==> src/rtl/inst_fetcher_pkg.sv <==
// Shared types and constants for the instruction fetch stage.
// Optional branch history table is enabled with the IF_BHT_EN macro.
package inst_fetcher_pkg;

    localparam int unsigned INST_W = 32;
    localparam int unsigned ADDR_W = 32;

    localparam logic JUMP     = 1'b1;
    localparam logic NOT_JUMP = 1'b0;

    localparam logic [6:0] OPC_JAL = 7'b1101111;
    localparam logic [6:0] OPC_BR  = 7'b1100011;

    typedef enum logic [1:0] {
        IF_IDLE    = 2'd0,
        IF_BUSY    = 2'd1,
        IF_DISCARD = 2'd2
    } if_state_t;

    function automatic int unsigned iq_ptr_w(input int unsigned depth);
        return $clog2(depth);
    endfunction

    function automatic logic [ADDR_W-1:0] imm_j(input logic [INST_W-1:0] inst);
        return {{12{inst[31]}}, inst[19:12], inst[20], inst[30:21], 1'b0};
    endfunction

    function automatic logic [ADDR_W-1:0] imm_b(input logic [INST_W-1:0] inst);
        return {{20{inst[31]}}, inst[7], inst[30:25], inst[11:8], 1'b0};
    endfunction

endpackage

==> src/rtl/inst_fetcher_bht.sv <==
// Branch history table: 2-bit saturating counters, read combinationally by fetch PC,
// updated by committed branches. Only instantiated when IF_BHT_EN is defined.
module if_bht
    import inst_fetcher_pkg::*;
#(
    parameter int unsigned BHT_ENTRIES = 256
) (
    input  logic              clk,
    input  logic              rst_n,
    input  logic              rdy,
    input  logic [ADDR_W-1:0] i_rd_pc,
    output logic              o_taken,
    input  logic              i_upd_en,
    input  logic [ADDR_W-1:0] i_upd_pc,
    input  logic              i_upd_taken
);

    localparam int unsigned IDX_W = $clog2(BHT_ENTRIES);

    logic [1:0]       r_cnt [BHT_ENTRIES];
    logic [IDX_W-1:0] w_rd_idx;
    logic [IDX_W-1:0] w_upd_idx;
    logic [1:0]       w_upd_cur;
    logic             w_unused_pc;

    assign w_rd_idx    = i_rd_pc[IDX_W+1:2];
    assign w_upd_idx   = i_upd_pc[IDX_W+1:2];
    assign w_upd_cur   = r_cnt[w_upd_idx];
    // Read sees the registered array, so a same-cycle update returns the old counter.
    assign o_taken     = r_cnt[w_rd_idx][1];
    assign w_unused_pc = ^{i_rd_pc[ADDR_W-1:IDX_W+2], i_rd_pc[1:0],
                           i_upd_pc[ADDR_W-1:IDX_W+2], i_upd_pc[1:0]};

    always_ff @(posedge clk or negedge rst_n) begin
        if (!rst_n) begin
            for (int unsigned i = 0; i < BHT_ENTRIES; i++) begin
                r_cnt[i] <= 2'b01;
            end
        end else if (rdy && i_upd_en) begin
            if (i_upd_taken && (w_upd_cur != 2'b11)) begin
                r_cnt[w_upd_idx] <= w_upd_cur + 2'd1;
            end else if (!i_upd_taken && (w_upd_cur != 2'b00)) begin
                r_cnt[w_upd_idx] <= w_upd_cur - 2'd1;
            end
        end
    end

endmodule

==> src/rtl/inst_fetcher.sv <==
// Fetch stage: one outstanding memory request, next-PC prediction, instruction queue
// feeding the decoder, ROB flush redirect. Define IF_BHT_EN for BHT branch prediction.
module inst_fetcher
    import inst_fetcher_pkg::*;
#(
    parameter int unsigned IQ_DEPTH    = 16,
    parameter int unsigned BHT_ENTRIES = 256,
    parameter logic [31:0] RESET_PC    = '0
) (
    input  logic              clk,
    input  logic              rst_n,
    input  logic              rdy,
    output logic              oMC_en,
    output logic [ADDR_W-1:0] oMC_addr,
    input  logic              iMC_done,
    input  logic [INST_W-1:0] iMC_inst,
    input  logic              iDEC_stall,
    output logic              oDEC_en,
    output logic [INST_W-1:0] oDEC_inst,
    output logic [ADDR_W-1:0] oDEC_pc,
    output logic              oDEC_pd,
    input  logic              iROB_flush,
    input  logic [ADDR_W-1:0] iROB_pc,
    input  logic              iROB_br_en,
    input  logic [ADDR_W-1:0] iROB_br_pc,
    input  logic              iROB_br_taken
);

    localparam int unsigned    PTR_W   = iq_ptr_w(IQ_DEPTH);
    localparam logic [PTR_W:0] IQ_FULL = (PTR_W+1)'(IQ_DEPTH);

    if_state_t         r_state;
    logic [ADDR_W-1:0] r_pc;
    logic [INST_W-1:0] r_iq_inst [IQ_DEPTH];
    logic [ADDR_W-1:0] r_iq_pc   [IQ_DEPTH];
    logic              r_iq_pd   [IQ_DEPTH];
    logic [PTR_W-1:0]  r_head;
    logic [PTR_W-1:0]  r_tail;
    logic [PTR_W:0]    r_count;

    logic [6:0]        w_opcode;
    logic              w_bht_taken;
    logic              w_pd;
    logic [ADDR_W-1:0] w_npc;
    logic              w_push;
    logic              w_pop;

`ifdef IF_BHT_EN
    if_bht #(
        .BHT_ENTRIES (BHT_ENTRIES)
    ) u_bht (
        .clk         (clk),
        .rst_n       (rst_n),
        .rdy         (rdy),
        .i_rd_pc     (r_pc),
        .o_taken     (w_bht_taken),
        .i_upd_en    (iROB_br_en),
        .i_upd_pc    (iROB_br_pc),
        .i_upd_taken (iROB_br_taken)
    );
`else
    logic w_unused_br;
    assign w_bht_taken = NOT_JUMP;
    assign w_unused_br = ^{iROB_br_en, iROB_br_pc, iROB_br_taken, BHT_ENTRIES[0]};
`endif

    always_comb begin
        w_opcode = iMC_inst[6:0];
        w_pd     = NOT_JUMP;
        w_npc    = r_pc + 32'd4;
        if (w_opcode == OPC_JAL) begin
            w_pd  = JUMP;
            w_npc = r_pc + imm_j(iMC_inst);
        end else if ((w_opcode == OPC_BR) && w_bht_taken) begin
            w_pd  = JUMP;
            w_npc = r_pc + imm_b(iMC_inst);
        end
    end

    assign w_push = (r_state == IF_BUSY) && iMC_done && !iROB_flush;
    assign w_pop  = (r_count != '0) && !iDEC_stall && !iROB_flush;

    always_ff @(posedge clk) begin
        if (rdy && w_push) begin
            r_iq_inst[r_tail] <= iMC_inst;
            r_iq_pc[r_tail]   <= r_pc;
            r_iq_pd[r_tail]   <= w_pd;
        end
    end

    always_ff @(posedge clk or negedge rst_n) begin
        if (!rst_n) begin
            r_state   <= IF_IDLE;
            r_pc      <= RESET_PC;
            r_head    <= '0;
            r_tail    <= '0;
            r_count   <= '0;
            oMC_en    <= 1'b0;
            oMC_addr  <= '0;
            oDEC_en   <= 1'b0;
            oDEC_inst <= '0;
            oDEC_pc   <= '0;
            oDEC_pd   <= 1'b0;
        end else if (rdy) begin
            if (iROB_flush) begin
                r_head  <= '0;
                r_tail  <= '0;
                r_count <= '0;
                oDEC_en <= 1'b0;
                r_pc    <= iROB_pc;
                // An in-flight request must still be retired; its data is dropped.
                case (r_state)
                    IF_BUSY, IF_DISCARD: begin
                        if (iMC_done) begin
                            oMC_en  <= 1'b0;
                            r_state <= IF_IDLE;
                        end else begin
                            r_state <= IF_DISCARD;
                        end
                    end
                    default: r_state <= IF_IDLE;
                endcase
            end else begin
                case (r_state)
                    IF_IDLE: begin
                        if (r_count != IQ_FULL) begin
                            oMC_en   <= 1'b1;
                            oMC_addr <= r_pc;
                            r_state  <= IF_BUSY;
                        end
                    end
                    IF_BUSY: begin
                        if (iMC_done) begin
                            r_pc    <= w_npc;
                            oMC_en  <= 1'b0;
                            r_state <= IF_IDLE;
                        end
                    end
                    IF_DISCARD: begin
                        if (iMC_done) begin
                            oMC_en  <= 1'b0;
                            r_state <= IF_IDLE;
                        end
                    end
                    default: r_state <= IF_IDLE;
                endcase

                if (w_push) begin
                    r_tail <= r_tail + 1'b1;
                end
                if (w_pop) begin
                    r_head    <= r_head + 1'b1;
                    oDEC_en   <= 1'b1;
                    oDEC_inst <= r_iq_inst[r_head];
                    oDEC_pc   <= r_iq_pc[r_head];
                    oDEC_pd   <= r_iq_pd[r_head];
                end else begin
                    oDEC_en <= 1'b0;
                end
                if (w_push && !w_pop) begin
                    r_count <= r_count + 1'b1;
                end else if (!w_push && w_pop) begin
                    r_count <= r_count - 1'b1;
                end
            end
        end
    end

endmodule
==> config.mk <==
export PLATFORM = sky130hd
export DESIGN_NAME = inst_fetcher
export DESIGN_NICKNAME = d
export VERILOG_FILES = /design/src/rtl/inst_fetcher_pkg.sv /design/src/rtl/inst_fetcher_bht.sv /design/src/rtl/inst_fetcher.sv
export SDC_FILE = /design/constraint.sdc
export NUM_CORES = 1
export LEC_CHECK = 0
export CAP_MARGIN = 20
export CORE_ASPECT_RATIO = 1.2
export CORE_UTILIZATION = 60
export DETAILED_ROUTE_END_ITERATION = 6
export HOLD_SLACK_MARGIN = 0.05
export PLACE_DENSITY = 0.79
export SETUP_SLACK_MARGIN = 0.15
export SLEW_MARGIN = 20
export SYNTH_ARGS = -nofsm -noshare
export SYNTH_HDL_FRONTEND = slang
export SYNTH_SLANG_ARGS = --single-unit
==> constraint.sdc <==
create_clock -name clk -period 11.1 [get_ports clk]
set_clock_uncertainty 0.2 [all_clocks]
set_input_delay 3.33 -clock clk [delete_from_list [all_inputs] [get_ports clk]]
set_output_delay 3.33 -clock clk [all_outputs]
set_load 0.01 [all_outputs]
* Word-level counts from Yosys, hierarchy flattened
Memories as Yosys holds them, arrays and structs flattened. A register that Yosys moved wholly into a read port is not among the register bits.
Index checks and enable logic that the tools add are counted.
** Operators by class
- Add/subtract/negate cells :: 6
- Equality and inequality tests :: 7
- Multiplexer cells :: 27
- Bitwise operators :: 1
- Reduce and logical (&&, ||, !) cells :: 31
** Operators with widths (count)
- 32-bit two-way mux :: 4
- 32-bit by 3-bit adder with 32-bit output (second input constant) :: 1
- 32-bit adder :: 1
- 4-bit two-way mux :: 4
- 5-bit two-way mux :: 3
- 2-bit two-way mux :: 5
- 2-bit nonzero test :: 5
- 1-bit two-way mux :: 9
- 3-bit AND reduction :: 3
- 4-bit by 1-bit adder with 4-bit output (second input constant) :: 2
- 4-bit AND reduction :: 2
- 7-bit equality test (second input constant) :: 1
- 1-bit logical AND :: 7
- 1-bit logical NOT :: 7
- 2-bit AND reduction :: 3
- 5-bit by 1-bit adder with 5-bit output (second input constant) :: 1
- 5-bit inequality test (second input constant) :: 1
- 5-bit nonzero test :: 1
- 5-bit by 1-bit subtractor with 5-bit output (second input constant) :: 1
- 2-bit one-hot mux with 2 select lines :: 1
- 3-bit by 1-bit inequality test with 1-bit output (second input constant) :: 1
- 3-bit inequality test (second input constant) :: 1
- 3-bit nonzero test :: 1
- 2-bit by 1-bit equality test with 1-bit output (second input constant) :: 1
- other kinds (6) :: 6
** Word-level totals
- Register bits :: 81
- Bits in writable memories :: 1040
- Input bits :: 104
- Output and inout bits :: 99
- Word-level logic and storage cells :: 83
- Memories kept :: 3
** Memories
- r_iq_inst :: words 16, width 32, rd ports 1, clocked after memory_dff 1, wr ports 1, line inst_fetcher.sv:34 : logic [INST_W-1:0] r_iq_inst [IQ_DEPTH];
- r_iq_pc :: words 16, width 32, rd ports 1, clocked after memory_dff 1, wr ports 1, line inst_fetcher.sv:35 : logic [ADDR_W-1:0] r_iq_pc [IQ_DEPTH];
- r_iq_pd :: words 16, width 1, rd ports 1, clocked after memory_dff 1, wr ports 1, line inst_fetcher.sv:36 : logic r_iq_pd [IQ_DEPTH];

* Logic depth before layout (Yosys ltp)
- Depth in word-level cells :: 8
- Gate-level depth with buffers :: 12
- Depth with buffers taken out :: 12

* Least setup slack after synthesis
OpenSTA, ideal clock, no wires.
- Kind :: input to register
- Start :: input port iROB_flush
- End :: memory r_iq_inst[3][0], enable pin
- Library setup time :: 0.648 ns
- Arrival time :: 10.524 ns
- Required time :: 10.252 ns
- Path slack :: -0.273 ns
- Stages on the path :: 6
- Buffers on the path :: 2
- Path through :: clkbuf_1 > clkinv_1 > a21boi_2 > nand2_1 > clkbuf_1 > nor4_1
** Between the ends
- Cells in the longest elaborated chain, start to end :: 5
** Ends and longest elaborated chain
- start: declaration :: line inst_fetcher.sv:22 : input logic iROB_flush,
- 1-bit logical NOT :: line inst_fetcher.sv:80 : assign w_push = (r_state == IF_BUSY) && iMC_done && !iROB_flush;
- 1-bit logical AND :: line inst_fetcher.sv:80
- 1-bit logical AND :: line inst_fetcher.sv:84 : if (rdy && w_push) begin
- 1-bit two-way mux :: line inst_fetcher.sv:84
- 1-bit two-way mux (not written as such) :: line inst_fetcher.sv:85 : r_iq_inst[r_tail] <= iMC_inst;
- end: declaration :: line inst_fetcher.sv:34
No other way between the ends.

* Final worst setup path
- Start :: input port rdy
- End :: memory r_iq_pc[10][20], enable pin
** Between the ends
- Cells in the longest elaborated chain, start to end :: 3
** Ends and longest elaborated chain
- start: declaration :: line inst_fetcher.sv:12 : input logic rdy,
- 1-bit logical AND :: line inst_fetcher.sv:84
- 1-bit two-way mux :: line inst_fetcher.sv:84
- 1-bit two-way mux (not written as such) :: line inst_fetcher.sv:86 : r_iq_pc[r_tail] <= r_pc;
- end: declaration :: line inst_fetcher.sv:35
No other way between the ends.

==> metrics.txt <==
outcome completed; largest net degree at the start of global routing 147; H-tree levels 3; Worst R2R End r_iq_pc[10][20]; Hold-fix buffers, CTS 0; initial core utilization 61.0%; DP HPWL 63600 um; chip height 311 um; hold depth 2; Core Region 0.0783 sq mm; Switching Fraction 29.3%; WL per Instance 28.8 um; Synth Register Bits 1186; PortBufs 168; worst reg-to-reg setup slack 6.33 ns; Seq/Total Area, Yosys 73.1%; wire length of the first global-routing pass 173000 um; Fill cells 4760; max-cap viol count 0; vias per cell 6.69; Hold WC Path Type reg2reg; most frequent cells in the layout 1040 x edfxtp_1, 263 x nand2_1, 262 x mux2i_1, 201 x o221ai_1, 166 x clkdlybuf4s50_1; type of the worst setup path in2reg; Post-synth ARST share 12.3%; clk sinks 1186; worst r2r src r_state[1]; PostCTS Resize Cnt 0; antenna violations before repair 2; minimum clock period 7.49 ns; ys flop type edfxtp_1; Root Buffer clkbuf_16; DRT iter0 DRCs 3164; post-synthesis cell area 0.0477 sq mm; Syn Nets 2932; Tightest Pin Transition 1.16 ns; max incr delay on CP 0.91 ns; Final Core Density 69.5%; Nets 3105; sequential cell fraction of total power 45.3%; vias 27.3k; CP max-delay cell and3_4; clock network power share 30.3%; share of layout cells above drive strength 1 14.2%; router iterations before antenna repair 6; final setup vio count 0; cell area after layout 0.0544 sq mm; TritonCTS buffer count 108; pwr dens 231 mW/mm^2; Synth Area per Inst 17.2 sq um; Placed Area 0.0506 sq mm; FF-to-FF path depth 8; gr ovfl total 0; CTS tree done; routability cong. 0.895; crit-path max FO 45; clk buf depth 3; Die X 260 um; Ys Warns 0; Distinct cells, synth 67; Clock Latency Late Sink 0.69 ns; CP Capture Type flip-flop; Rel. slew slack 22.4%; Psw 3680 uW; DRC viols 0; Cell Chain, Critical Path clkdlybuf4s50_1 -> a21boi_2 -> nand2_1 -> nor2_1 -> and3_4 -> buf_4; Gate Count Post-Synth 2783; # rows 112; FF/Latch Area 0.0349 sq mm; Area Growth Syn to Fin 14.0%; Post-synth EDFFs 1040; WL final 118000 um; Die ar. 0.0807 sq mm; commonest non-fill, non-tap cell in the layout edfxtp_1; multi-input logic area 0.0123 sq mm; Max Fclk 0.133 GHz; RSZ-0062 raised after global routing false; final hold vios 0; Worst EP required 11.22 ns; # Post-CTS Setup Buffers 0; Total GRT Usage 29.3%; Final ANT Viol Nets 0; Slew Limit Fails 0; Hold Path End oDEC_inst[18]; Ports 203; Total Power 12600 uW; Pint 8870 uW; Comb pwr share 24.3%; Data arrival, critical path 7.61 ns; leakage power figure 0.0180 uW; vias in the first global route 27.6k; crit start category primary input; Final Cycle Share 67.5%; hold path start oDEC_inst[18]; Reg clk slew, reported paths 0.06 ns; Max IR drop VDD 173 uV
[routing by layer]
metal  GRT usage, %  share of wire (%)
met1           39.1                 38
met2           47.8                 49
met3           5.29                9.6
met4           11.8                3.5
met5              0                  0
[synth_stat cells (9+ instances only)]
master    number  share of area [%]
mux4_2       130                6.1
nor4_1        12               0.16
and3_1        13               0.17
buf_1         17               0.13
mux2_2        34               0.80
nor2_1        45               0.35
nand3_1       21               0.22
dfrtp_1      146                7.7
nor3_1        11               0.12
xor2_1        17               0.31
inv_1         27               0.21
buf_2         41               0.43
o21ai_0      133                1.4
ha_1          43                1.1
o221ai_1     201                3.7
a21o_1         9               0.14
a211oi_1      10               0.16
mux2i_1      262                5.5
xnor2_1       28               0.51
nand2_1      265                2.1
clkbuf_1      98               0.77
edfxtp_1    1040                 65
a21oi_1       71               0.74
[how the worst max path moves through the flow]
stage                from               to  slack, ns  cells past startpoint
3_5_place_dp          rdy   r_iq_pc[10][7]       3.01                      6
4_1_cts               rdy  r_iq_pc[10][19]       3.69                      6
2_1_floorplan  iROB_flush  r_iq_inst[3][0]      -0.27                      6
5_1_grt               rdy  r_iq_pc[10][19]       3.44                      6
3_3_place_gp          rdy   r_iq_pc[10][7]       3.14                      6
6_report              rdy  r_iq_pc[10][20]       3.61                      6
[cell type report]
class | count | area share [%]
clock inverters | 60 | 1.11
well taps | 1026 | 2.36
clock buffers | 146 | 5.68
flip-flops and latches | 1186 | 64.1
multi-input cells | 1412 | 22.5
inverters | 28 | 0.193
repair buffers | 220 | 4.02
diodes | 2 | 0.00919
[through the flow]
stage	instances	hold slack, ns	setup WS, ns	setup TNS [ns]
global placement	3867	0.264	3.14	0
detailed placement	3867	0.270	3.01	0
floorplan	2783	0.279	-0.273	-141.54
global route	4078	0.295	3.44	0
finish	4080	0.277	3.61	0
CTS	4073	0.283	3.69	0
[critical path: cells and delay by family]
kind                   cells  cell delay (ns)
buffers and inverters      2             1.44
AO/OA/AOI/OAI              1             0.84
AND/OR/NAND/NOR            3             1.96
[power groups by stage]
stage / Clock, uW / Combinational (uW) / Sequential, uW
floorplan: 0 / 1980 / 5660
global placement: 0 / 2950 / 5740
detailed placement: 0 / 3030 / 5770
CTS: 3840 / 3050 / 5680
global route: 4000 / 3270 / 5730
finish: 3810 / 3050 / 5690
[kinds of logic after synthesis]
kind of cell / after synthesis / synth area share [%]
DFF: 1186 / 73.1
AOI/OAI and AO/OA: 487 / 7.15
muxes: 426 / 12.4
and+or+nand+nor: 409 / 3.77
buffers and inverters: 185 / 1.56
xor gates and xnor gates: 45 / 0.825
adders and majority gates: 45 / 1.21
[flip-flops by register name, indices dropped and copies added (netlist names)]
| name | count |
|---|---|
| r_state | 2 |
| r_head | 4 |
| oMC_en | 1 |
| r_iq_pd | 16 |
| r_tail | 4 |
| oDEC_pc | 32 |
| r_iq_pc | 512 |
| oMC_addr | 32 |
| oDEC_inst | 32 |
| oDEC_pd | 1 |
| r_pc | 32 |
| r_iq_inst | 512 |
| oDEC_en | 1 |
| r_count | 5 |
Note: power is estimated with default switching activity, not from simulation.
